## src/rtl/onehot_encoder_pipe.sv

```systemverilog
// Streaming one-hot to binary encoder with one output register stage and error status.
// Define ONEHOT_ENC_PRIORITY_EN to encode multi-hot words to their lowest set bit instead of flagging them.
module onehot_encoder_pipe #(
  parameter int unsigned CODE_WIDTH   = 3,
  parameter int unsigned ONEHOT_WIDTH = 2**CODE_WIDTH,
  parameter int unsigned CNT_WIDTH    = 8
) (
  input  logic                    clk,
  input  logic                    rst,
  input  logic [ONEHOT_WIDTH-1:0] in_onehot,
  input  logic                    in_valid,
  output logic                    in_ready,
  output logic [CODE_WIDTH-1:0]   out_code,
  output logic                    out_err,
  output logic                    out_valid,
  input  logic                    out_ready,
  input  logic                    err_clr,
  output logic [CNT_WIDTH-1:0]    err_count,
  output logic                    err_sticky
);

  localparam logic [CNT_WIDTH-1:0] CNT_ONE = CNT_WIDTH'(1);

  logic                  out_valid_q, out_valid_d;
  logic [CODE_WIDTH-1:0] out_code_q, out_code_d;
  logic                  out_err_q, out_err_d;
  logic [CNT_WIDTH-1:0]  err_count_q, err_count_d;
  logic                  err_sticky_q, err_sticky_d;

  logic                  accept;
  logic                  found;
  logic                  multi;
  logic [CODE_WIDTH-1:0] low_idx;
  logic [CODE_WIDTH-1:0] enc_code;
  logic                  enc_err;

  assign in_ready = ~out_valid_q | out_ready;
  assign accept   = in_valid & in_ready;

  // Scan from bit 0 so the first hit is the lowest set bit; any later hit marks multi-hot.
  always_comb begin
    found   = 1'b0;
    multi   = 1'b0;
    low_idx = '0;
    for (int unsigned i = 0; i < ONEHOT_WIDTH; i++) begin
      if (in_onehot[i]) begin
        if (!found) begin
          low_idx = CODE_WIDTH'(i);
          found   = 1'b1;
        end else begin
          multi = 1'b1;
        end
      end
    end
  end

`ifdef ONEHOT_ENC_PRIORITY_EN
  assign enc_err  = ~found;
  assign enc_code = low_idx;
`else
  assign enc_err  = ~found | multi;
  assign enc_code = enc_err ? '0 : low_idx;
`endif

  always_comb begin
    out_valid_d  = out_valid_q;
    out_code_d   = out_code_q;
    out_err_d    = out_err_q;
    err_count_d  = err_count_q;
    err_sticky_d = err_sticky_q;

    if (accept) begin
      out_valid_d = 1'b1;
      out_code_d  = enc_code;
      out_err_d   = enc_err;
    end else if (out_ready) begin
      out_valid_d = 1'b0;
    end

    // A new error event takes precedence over a coincident clear.
    if (accept && enc_err) begin
      err_sticky_d = 1'b1;
      if (err_clr) begin
        err_count_d = CNT_ONE;
      end else if (err_count_q != '1) begin
        err_count_d = err_count_q + CNT_ONE;
      end
    end else if (err_clr) begin
      err_count_d  = '0;
      err_sticky_d = 1'b0;
    end
  end

  always_ff @(posedge clk) begin
    if (rst) begin
      out_valid_q  <= 1'b0;
      out_code_q   <= '0;
      out_err_q    <= 1'b0;
      err_count_q  <= '0;
      err_sticky_q <= 1'b0;
    end else begin
      out_valid_q  <= out_valid_d;
      out_code_q   <= out_code_d;
      out_err_q    <= out_err_d;
      err_count_q  <= err_count_d;
      err_sticky_q <= err_sticky_d;
    end
  end

  assign out_valid  = out_valid_q;
  assign out_code   = out_code_q;
  assign out_err    = out_err_q;
  assign err_count  = err_count_q;
  assign err_sticky = err_sticky_q;

endmodule
```

## config.mk

```make
export PLATFORM = sky130hd
export DESIGN_NAME = onehot_encoder_pipe
export DESIGN_NICKNAME = d
export VERILOG_FILES = /design/src/rtl/onehot_encoder_pipe.sv
export SDC_FILE = /design/constraint.sdc
export NUM_CORES = 1
export LEC_CHECK = 0
export CAP_MARGIN = 20
export CELL_PAD_IN_SITES_DETAIL_PLACEMENT = 0
export CELL_PAD_IN_SITES_GLOBAL_PLACEMENT = 1
export CORE_UTILIZATION = 28
export DETAILED_ROUTE_END_ITERATION = 8
export MAX_ROUTING_LAYER = met4
export PLACE_DENSITY = 0.75
export RECOVER_POWER = 25
export SYNTH_ARGS = -nofsm -noshare
export SYNTH_HDL_FRONTEND = slang
export SYNTH_SLANG_ARGS = --single-unit
```

## constraint.sdc

```tcl
create_clock -name clk -period 1.8 [get_ports clk]
set_clock_uncertainty 0.15 [all_clocks]
set_input_delay 0.18 -clock clk [delete_from_list [all_inputs] [get_ports clk]]
set_output_delay 0.18 -clock clk [all_outputs]
set_load 0.1 [all_outputs]
```

==> results.py, run 1 <==
metrics = {
    "clocking": {
        "cts_tree": "done",
        "cts.reportedPaths.clkPinSlew_ns": 0.09,
        "cts_root_buffer": "clkbuf_4",
        "postCtsHoldBufs": 0,
        "cts.htree.levels": 1,
        "clockBufferDepth": 2,
        "cts_setup_buffers": 0,
        "clock_sinks": 14,
        "cts_inserted_buffers": 3,
        "insertion_delay_ns": 0.28,
    },
    "drt": {
        "vias_per_cell": 5.07,
        "first_pass_iters": 4,
        "wirelength_mm": 2.08,
        "num_vias": 883,
        "postRouteAntennaNets": 0,
        "remaining_drc_errors": 0,
        "drtIter0Drc": 7,
        "wl_per_cell_um": 12.0,
    },
    "finish": {
        "design_area_um2": 1420,
        "areaGrowthSynthToFinish_pct": 76.4,
        "register_area_um2": 300,
        "fin_nets": 158,
        "final_common_cell": "buf_4",
        "multiInputGateArea_um2": 576,
        "antenna_cells": 0,
        "final_cell_mix": "buf_4, nand2_1, a21oi_1, buf_12",
        "nFillCells": 263,
        "layout-drive-gt1-share_pct": 43.4,
        "final_cells": 174,
    },
    "placement": {
        "pre_cts_ws_ns": -0.493,
        "dp.cells": 169,
        "gp_congestion": 0.765,
        "post_dp_cell_area_um2": 1440,
        "io_buffers": 27,
        "dp_hpwl_mm": 1.64,
    },
    "timing": {
        "period_needed_ns": 1.74,
        "slew_viol_final": 0,
        "hold_viol_final": 0,
        "finalSetupTns_ns": 0,
        "grt_setup_unrepaired": "false",
        "final-setup-viol-count": 0,
        "worst_slack_ns": 0.0554,
        "tightest_slew_ns": 0.542,
        "whs_ns": 0.313,
        "slew_headroom_pct": 64.0,
        "period_share_pct": 96.9,
        "fmax_mhz": 573,
    },
    "die": {
        "fp-row-count": 19,
        "io_pins": 28,
        "die_area_um2": 3100,
        "initial_core_util_pct": 29.5,
        "die_h_um": 55.6,
        "fp.dieW_um": 55.6,
        "core_um2": 2730,
    },
    "yosys": {
        "synth.avg_cell_area_um2": 8.31,
        "syn_nets": 111,
        "synth.distinct_cells": 37,
        "synth_area_um2": 806,
        "ys_seq_elements": 14,
        "yosys_warnings": 0,
        "syn-instance-count": 97,
        "ys_seq_area_share_pct": 34.8,
    },
    "critical_path": {
        "critPathRequiredTime_ns": 1.86,
        "cp.arrival_ns": 1.81,
        "critPathKind": "reg2reg",
        "endpoint_kind": "flop",
        "startpoint_type": "flop",
        "crit_fanout": 8,
    },
    "global_routing": {
        "antenna_found_initial": 0,
        "grt_pass1_wl_mm": 3.53,
        "grt-ovfl-total": 0,
        "track_usage_pct": 14.2,
        "grt_max_degree": 12,
        "grt_pass1_vias": 886,
    },
    "outcome": {
        "outcome": "finished clean",
    },
    "run": {
        "cap_violations": 0,
    },
    "power": {
        "irDropWorstVdd_v": 0.000352,
        "p_per_area_nw_per_um2": 537,
        "leakage_nw": 0.601,
    },
    "min_path": {
        "hold_class": "in2reg",
    },
}
-- final timing paths --
kind                                           startpoint                        end  slack [ns]  cells past startpoint
worst max-delay path            err_count[1]$_SDFFE_PP0P_  err_count[0]$_SDFFE_PP0P_        0.06                      6
worst min-delay path                         in_onehot[6]   out_code[0]$_SDFFE_PP0P_        0.31                      4
worst min register to register   out_code[2]$_SDFFE_PP0P_   out_code[2]$_SDFFE_PP0P_        0.31                      2
worst max register to register  err_count[1]$_SDFFE_PP0P_  err_count[0]$_SDFFE_PP0P_        0.06                      6
-- layer usage --
| metal | global-route usage (%) | up-vias | share of wire, % |
|---|---|---|---|
| li1 | - | 454 | - |
| met1 | 13.9 | 409 | 41 |
| met2 | 28.2 | 18 | 55 |
| met3 | 2.33 | 2 | 3.5 |
| met4 | 4.29 | 0 | 0.58 |
| met5 | - | - | 0 |
-- synth_stat cells, drive strengths merged --
cell type  instances  area share, %
and3               4            3.3
nand3b             1           0.93
a41o               1            1.2
nor4               2            3.1
ha                 1            1.6
a21oi             11            6.8
nand3              6            3.7
nor3               5            3.7
nand4              2            1.6
o21ai              4            2.5
inv                4            1.9
a41oi              1            1.1
nor4b              1            1.9
o311a              1            2.6
or3                4            3.7
and2               1           0.78
dfxtp             14             35
nor3b              1           0.93
buf                2            1.9
or2b               1            1.1
xnor2              1            1.1
a21o               1           0.93
a2111oi            1            1.1
a211oi             1           0.93
nand2             11            5.1
mux2i              2            2.5
or2                3            2.3
and4               1            1.1
nor2b              1           0.78
nor2               5            2.3
a31oi              1           0.78
nand2b             1           0.78
and4b              1            1.2
-- what timing repair did --
action,CTS,global route
pin swaps,2,5
gates cloned,0,1
resized for setup,11,6
setup endpoints to repair,12,8
hold endpoints to repair,0,0
-- critical path, cell delays in order (launching register included) --
cell and delay, ns:
dfxtp_4 0.36, ha_4 0.13, and3_4 0.19, and3_4 0.23
nand3_4 0.12, a2111oi_0 0.36, or2_1 0.14
-- flip-flops by register name (all words and copies together), names as in the netlist --
register / count
err_sticky: 1
out_valid: 1
err_count: 8
out_err: 1
out_code: 3
-- where the power goes --
group          internal (mW)  switching [mW]  total, mW
clock network          0.123          0.0993      0.222
registers              0.313         0.00581      0.319
logic                 0.0912           0.131      0.222
-- per-stage QoR --
| stage | utilization (%) | power [mW] |
|---|---|---|
| after detailed placement | 52.6 | 0.553 |
| after global routing | 52.0 | 0.802 |
| after global placement | 52.6 | 0.551 |
| final | 52.0 | 0.763 |
| after CTS | 54.6 | 0.782 |
| after floorplan | - | 0.442 |
-- logic make-up (layout without fill, tap and decap cells) --
kind of cell    count (synthesis)  after routing  share of synthesized area, %
simple gates                   51             51                          38.4
compound gates                 22             22                          18.0
flops                          14             14                          34.8
buf+inv                         6             52                          3.73
mux                             2              2                          2.48
fa+ha+maj                       1              1                          1.55
xor+xnor                        1              1                          1.09
-- final cells by class --
class                           instances  area share (%)
Clock buffer                            4            2.55
Inverter                                4            1.06
Multi-Input combinational cell         77            40.5
Sequential cell                        14            21.1
Tap cell                               31            2.73
Timing Repair Buffer                   44            32.0
Note: power is estimated with default switching activity, not from simulation.
==> run 2: changes to the inputs <==
--- a/config.mk
+++ b/config.mk
@@ -6,7 +6,7 @@
 export NUM_CORES = 1
 export LEC_CHECK = 0
 export CAP_MARGIN = 20
-export CELL_PAD_IN_SITES_DETAIL_PLACEMENT = 0
+export CELL_PAD_IN_SITES_DETAIL_PLACEMENT = 1
 export CELL_PAD_IN_SITES_GLOBAL_PLACEMENT = 1
 export CORE_UTILIZATION = 28
 export DETAILED_ROUTE_END_ITERATION = 8
==> results.py, run 2 (synthesis results as in run 1) <==
metrics = {
    "finish": {
        "nFillCells": 333,
        "fin_nets": 160,
        "final_common_cell": "buf_4",
        "antenna_cells": 0,
        "utilization_pct": 52.8,
        "final_cell_mix": "buf_4, nand2_1, a21oi_1, buf_12, dlygate4sd2_1",
        "largest_register_ffs": 8,
        "areaGrowthSynthToFinish_pct": 79.2,
        "layout-drive-gt1-share_pct": 45.5,
    },
    "drt": {
        "vias_per_cell": 5.34,
        "num_vias": 940,
        "remaining_drc_errors": 0,
        "wl_per_cell_um": 15.2,
        "met3_wirelength_um": 108,
        "first_pass_iters": 3,
        "drtIter0Drc": 9,
        "wirelength_mm": 2.68,
        "routed-wl-met2_mm": 1.55,
        "top_layer_used": "met4",
        "postRouteAntennaNets": 0,
        "wl_met1_um": 993,
    },
    "global_routing": {
        "grt_pass1_vias": 984,
        "grt_max_degree": 12,
        "antenna_found_initial": 0,
        "grt_pass1_wl_mm": 4.31,
        "grt-ovfl-total": 0,
        "track_usage_pct": 18.0,
    },
    "critical_path": {
        "startpoint_type": "primary input",
        "cp_slowest_cell": "o311a_4",
        "r2r_start": "err_count[1]$_SDFFE_PP0P_",
        "worstReg2RegEnd": "err_count[0]$_SDFFE_PP0P_",
        "crit_fanout": 3,
        "rrSetupSlack_ns": 0.08,
        "critPathMaxStageDelay_ns": 0.38,
        "cp.arrival_ns": 1.76,
        "critPathKind": "in2reg",
        "reg2reg_depth": 7,
        "setup.worst_path.start": "in_onehot[4]",
        "path_cells": "dlygate4sd2_1, xnor2_1, nor2_1, o311a_4, or3_4, nor4b_4, nor3_1",
        "critPathRequiredTime_ns": 1.83,
        "endpoint_kind": "flop",
    },
    "timing": {
        "fmax_mhz": 579,
        "slew_viol_final": 0,
        "slew_headroom_pct": 63.5,
        "period_share_pct": 96.0,
        "period_needed_ns": 1.73,
        "tightest_slew_ns": 0.550,
        "final-setup-viol-count": 0,
        "hold_viol_final": 0,
    },
    "die": {
        "core_um2": 2730,
        "io_pins": 28,
        "die_area_um2": 3100,
        "initial_core_util_pct": 29.5,
        "die_h_um": 55.6,
        "fp-row-count": 19,
        "fp.dieW_um": 55.6,
    },
    "run": {
        "cap_violations": 0,
    },
    "power": {
        "leakage_nw": 0.595,
        "p_per_area_nw_per_um2": 515,
        "p_total_mw": 0.744,
        "irDropWorstVdd_v": 0.000415,
    },
    "placement": {
        "dp_hpwl_mm": 2.05,
        "gp_congestion": 0.765,
        "io_buffers": 27,
    },
    "clocking": {
        "clock_sinks": 14,
        "clockBufferDepth": 2,
        "insertion_delay_ns": 0.29,
        "cts.htree.levels": 1,
        "cts_inserted_buffers": 3,
        "cts.reportedPaths.clkPinSlew_ns": 0.09,
        "cts_root_buffer": "clkbuf_4",
        "cts_tree": "done",
    },
    "min_path": {
        "hold_class": "in2reg",
        "whs_endpoint": "out_code[0]$_SDFFE_PP0P_",
        "hp-start": "in_onehot[6]",
        "holdPathStages": 4,
    },
    "outcome": {
        "outcome": "finished clean",
    },
}
==> run 2: cell types whose count changed in the layout (fill, tap and decap cells not counted), sizes merged <==
cell | previous run | this run
buf | 26 | 28
dlygate4sd2 | 6 | 7
dlymetal6s2s | 2 | 1
==> run 2: how the worst max path moves through the flow <==
stage / cells past startpoint / endpoint / slack (ns)
floorplan: 5 / err_count[7]$_SDFFE_PP0P_ / -0.14
global placement: 7 / err_count[7]$_SDFFE_PP0P_ / -0.45
detailed placement: 7 / err_count[7]$_SDFFE_PP0P_ / -0.51
CTS: 5 / err_count[7]$_SDFFE_PP0P_ / 0.03
global route: 7 / err_count[7]$_SDFFE_PP0P_ / -0.01
finish: 7 / err_count[7]$_SDFFE_PP0P_ / 0.07
==> run 2: worst max-delay path: cells and delay by family <==
family	cells	cell delay, ns
buffers and inverters	1	0.27
AOI/OAI and AO/OA	1	0.38
xor gates and xnor gates	1	0.17
and+or+nand+nor	4	0.77
==> run 2: metal layers <==
metal	global-route usage [%]	up-vias
li1	-	456
met1	16.6	457
met2	34.4	23
met3	5.12	4
met4	7.50	0
met5	-	-
==> run 2: stage by stage <==
stage	std cells	worst slack, ns	setup TNS [ns]	cell area, µm²	hold WS (ns)
after CTS	173	0.0289	0	1480	0.291
final	176	0.0720	0	1440	0.317
after global routing	176	-0.0131	-0.0131	1440	0.343
after detailed placement	169	-0.514	-5.12	1440	0.352
after floorplan	97	-0.138	-0.357	873	0.148
after global placement	169	-0.451	-4.39	1440	0.334
==> run 2: where the power goes <==
part	total, mW	switching [mW]	leakage [nW]	internal (mW)
sequential	0.319	0.00632	0.120	0.312
combinational	0.226	0.137	0.461	0.0892
clock	0.199	0.113	0.0150	0.0862
==> run 2: cell type report <==
cell class | instances | area, µm² | area share, %
multi-input combinational | 77 | 589 | 40.8
timing repair buffer | 46 | 470 | 32.6
sequential | 14 | 304 | 21.1
tap | 31 | 38.8 | 2.69
clock buffer | 4 | 26.3 | 1.82
inverter | 4 | 15.0 | 1.04
==> run 2: timing repair <==
item                                    CTS  global route
buffers inserted                          0             3
hold buffers                              0             0
endpoints found under the setup margin   12             3
resized for setup                        11             8
hold endpoints to repair                  0             0
pin swaps                                 2             2
==> run 3: changes to the inputs <==
==> constraint.sdc (replaced) <==
create_clock -name clk -period 1.8 [get_ports clk]
set_clock_uncertainty 0.15 [all_clocks]
set_input_delay 0.36 -clock clk [delete_from_list [all_inputs] [get_ports clk]]
set_output_delay 0.36 -clock clk [all_outputs]
set_load 0.1 [all_outputs]
==> results.py, run 3 (synthesis results as in run 1) <==
metrics = {
    "outcome": {
        "outcome": "finished clean",
    },
    "power": {
        "p_per_area_nw_per_um2": 526,
        "irDropWorstVdd_v": 0.000412,
        "leakage_nw": 0.658,
        "p_total_mw": 0.829,
    },
    "global_routing": {
        "track_usage_pct": 19.4,
        "grt-ovfl-total": 0,
        "grt_pass1_vias": 981,
        "antenna_found_initial": 0,
        "grt_max_degree": 10,
        "grt_pass1_wl_mm": 4.53,
    },
    "timing": {
        "hold_viol_final": 0,
        "period_needed_ns": 1.80,
        "tightest_slew_ns": 0.550,
        "worst_slack_ns": 0.00277,
        "final-setup-viol-count": 0,
        "slew_viol_final": 0,
        "slew_headroom_pct": 63.5,
        "period_share_pct": 99.8,
        "fmax_mhz": 556,
        "grt_setup_unrepaired": "true",
    },
    "drt": {
        "remaining_drc_errors": 0,
        "first_pass_iters": 4,
        "wl_per_cell_um": 16.9,
        "postRouteAntennaNets": 0,
        "vias_per_cell": 5.35,
        "num_vias": 995,
        "wirelength_mm": 3.15,
        "drtIter0Drc": 8,
    },
    "clocking": {
        "clock_sinks": 14,
        "cts.htree.levels": 1,
        "clockBufferDepth": 2,
        "cts.reportedPaths.clkPinSlew_ns": 0.10,
        "cts_inserted_buffers": 3,
        "cts_root_buffer": "clkbuf_4",
        "cts_tree": "done",
        "insertion_delay_ns": 0.30,
    },
    "finish": {
        "utilization_pct": 57.6,
        "layout-drive-gt1-share_pct": 56.1,
        "final_cell_mix": "buf_4, buf_12, nand2_1, a21oi_1, buf_2",
        "largest_register_ffs": 8,
        "design_area_um2": 1580,
        "antenna_cells": 0,
        "areaGrowthSynthToFinish_pct": 95.5,
        "final_common_cell": "buf_4",
        "fin_nets": 170,
    },
    "critical_path": {
        "critPathKind": "in2reg",
        "rrSetupSlack_ns": 0.05,
        "worstReg2RegEnd": "err_count[3]$_SDFFE_PP0P_",
        "critPathRequiredTime_ns": 1.85,
        "crit_fanout": 5,
        "endpoint_kind": "flop",
        "critPathMaxStageDelay_ns": 0.41,
        "crit_buf_inv": 3,
        "reg2reg_depth": 7,
        "startpoint_type": "primary input",
        "cp_slowest_cell": "or3_4",
        "cpLargestDelayFamily": "simple AND/OR/NAND/NOR gates",
        "cp.arrival_ns": 1.85,
        "r2r_start": "err_count[1]$_SDFFE_PP0P_",
        "critPathMostFrequentCell": "buf_6",
        "path_cells": "buf_2, or3_4, nor4_4, nor3_4, buf_6, buf_6, a21o_1, and3_1",
    },
    "placement": {
        "dp_hpwl_mm": 2.01,
        "post_dp_cell_area_um2": 1450,
        "io_buffers": 27,
        "pre_cts_ws_ns": -0.687,
        "gp_congestion": 0.792,
    },
    "die": {
        "io_pins": 28,
        "fp.dieW_um": 55.6,
        "core_um2": 2730,
        "die_h_um": 55.6,
        "fp-row-count": 19,
        "die_area_um2": 3100,
        "initial_core_util_pct": 29.5,
    },
    "min_path": {
        "hp-start": "out_err$_SDFFE_PP0P_",
        "holdPathStages": 2,
        "hold_class": "reg2reg",
        "whs_endpoint": "out_err$_SDFFE_PP0P_",
    },
    "run": {
        "cap_violations": 0,
    },
}
[run 3: cell count changes in the layout (fill, tap and decap cells not counted), moves of 2 or more]
| cell | change |
|---|---|
| buf_2 | +7 |
| clkbuf_2 | -3 |
| nor2_1 | -2 |
| buf_4 | +7 |
| buf_6 | +4 |
| dlygate4sd2_1 | -5 |
| nor2_2 | +2 |
[run 3: metal layers]
layer | up-vias | global-route usage [%] | wire (µm)
li1 | 480 | - | -
met4 | 0 | 10.0 | 55
met5 | - | - | 0
met1 | 487 | 20.8 | 1240
met2 | 23 | 35.1 | 1780
met3 | 5 | 2.09 | 70
[run 3: repair_timing]
item,CTS,global route
endpoints found under the setup margin,13,7
setup buffers,9,4
resized for setup,39,18
hold buffers,0,0
pin swaps,9,10
[run 3: worst reg2reg max path, delay by kind of cell (launching register included)]
| kind | cells | cell delay, ns |
|---|---|---|
| adder cells (fa/ha/maj) | 1 | 0.14 |
| buffers and inverters | 1 | 0.18 |
| flip-flops | 1 | 0.39 |
| multiplexers | 1 | 0.20 |
| AND/OR/NAND/NOR | 4 | 0.62 |
[run 3: how the worst max path moves through the flow]
stage	startpoint	end	slack [ns]	cells after the start
finish	in_onehot[6]	err_count[4]$_SDFFE_PP0P_	0.003	8
global route	in_onehot[1]	err_count[7]$_SDFFE_PP0P_	-0.04	8
CTS	in_onehot[4]	err_count[4]$_SDFFE_PP0P_	0.002	8
detailed placement	in_onehot[7]	err_count[7]$_SDFFE_PP0P_	-0.69	7
global placement	in_onehot[4]	err_count[7]$_SDFFE_PP0P_	-0.64	7
floorplan	out_valid$_SDFFE_PP0P_	err_count[7]$_SDFFE_PP0P_	-0.14	5
[run 3: final cells by class]
cell class / instances / area [µm²]
fill: 305 / 1160
timing repair buffer: 56 / 557
multi-input combinational: 77 / 624
sequential: 14 / 304
inverter: 4 / 15.0
clock buffer: 4 / 36.3
tap: 31 / 38.8
[run 3: where the power goes]
part | leakage (nW) | switching, mW | internal (mW)
sequential | 0.120 | 0.00585 | 0.313
combinational | 0.518 | 0.151 | 0.111
clock | 0.0210 | 0.125 | 0.124
total | 0.658 | 0.282 | 0.547
[run 3: metrics by stage]
step / setup TNS [ns] / hold WS (ns) / instances
finish: 0 / 0.324 / 186
global route: -0.0675 / 0.343 / 186
CTS: 0 / 0.308 / 183
detailed placement: -7.35 / 0.347 / 170
global placement: -6.89 / 0.335 / 170
floorplan: -0.357 / 0.328 / 97
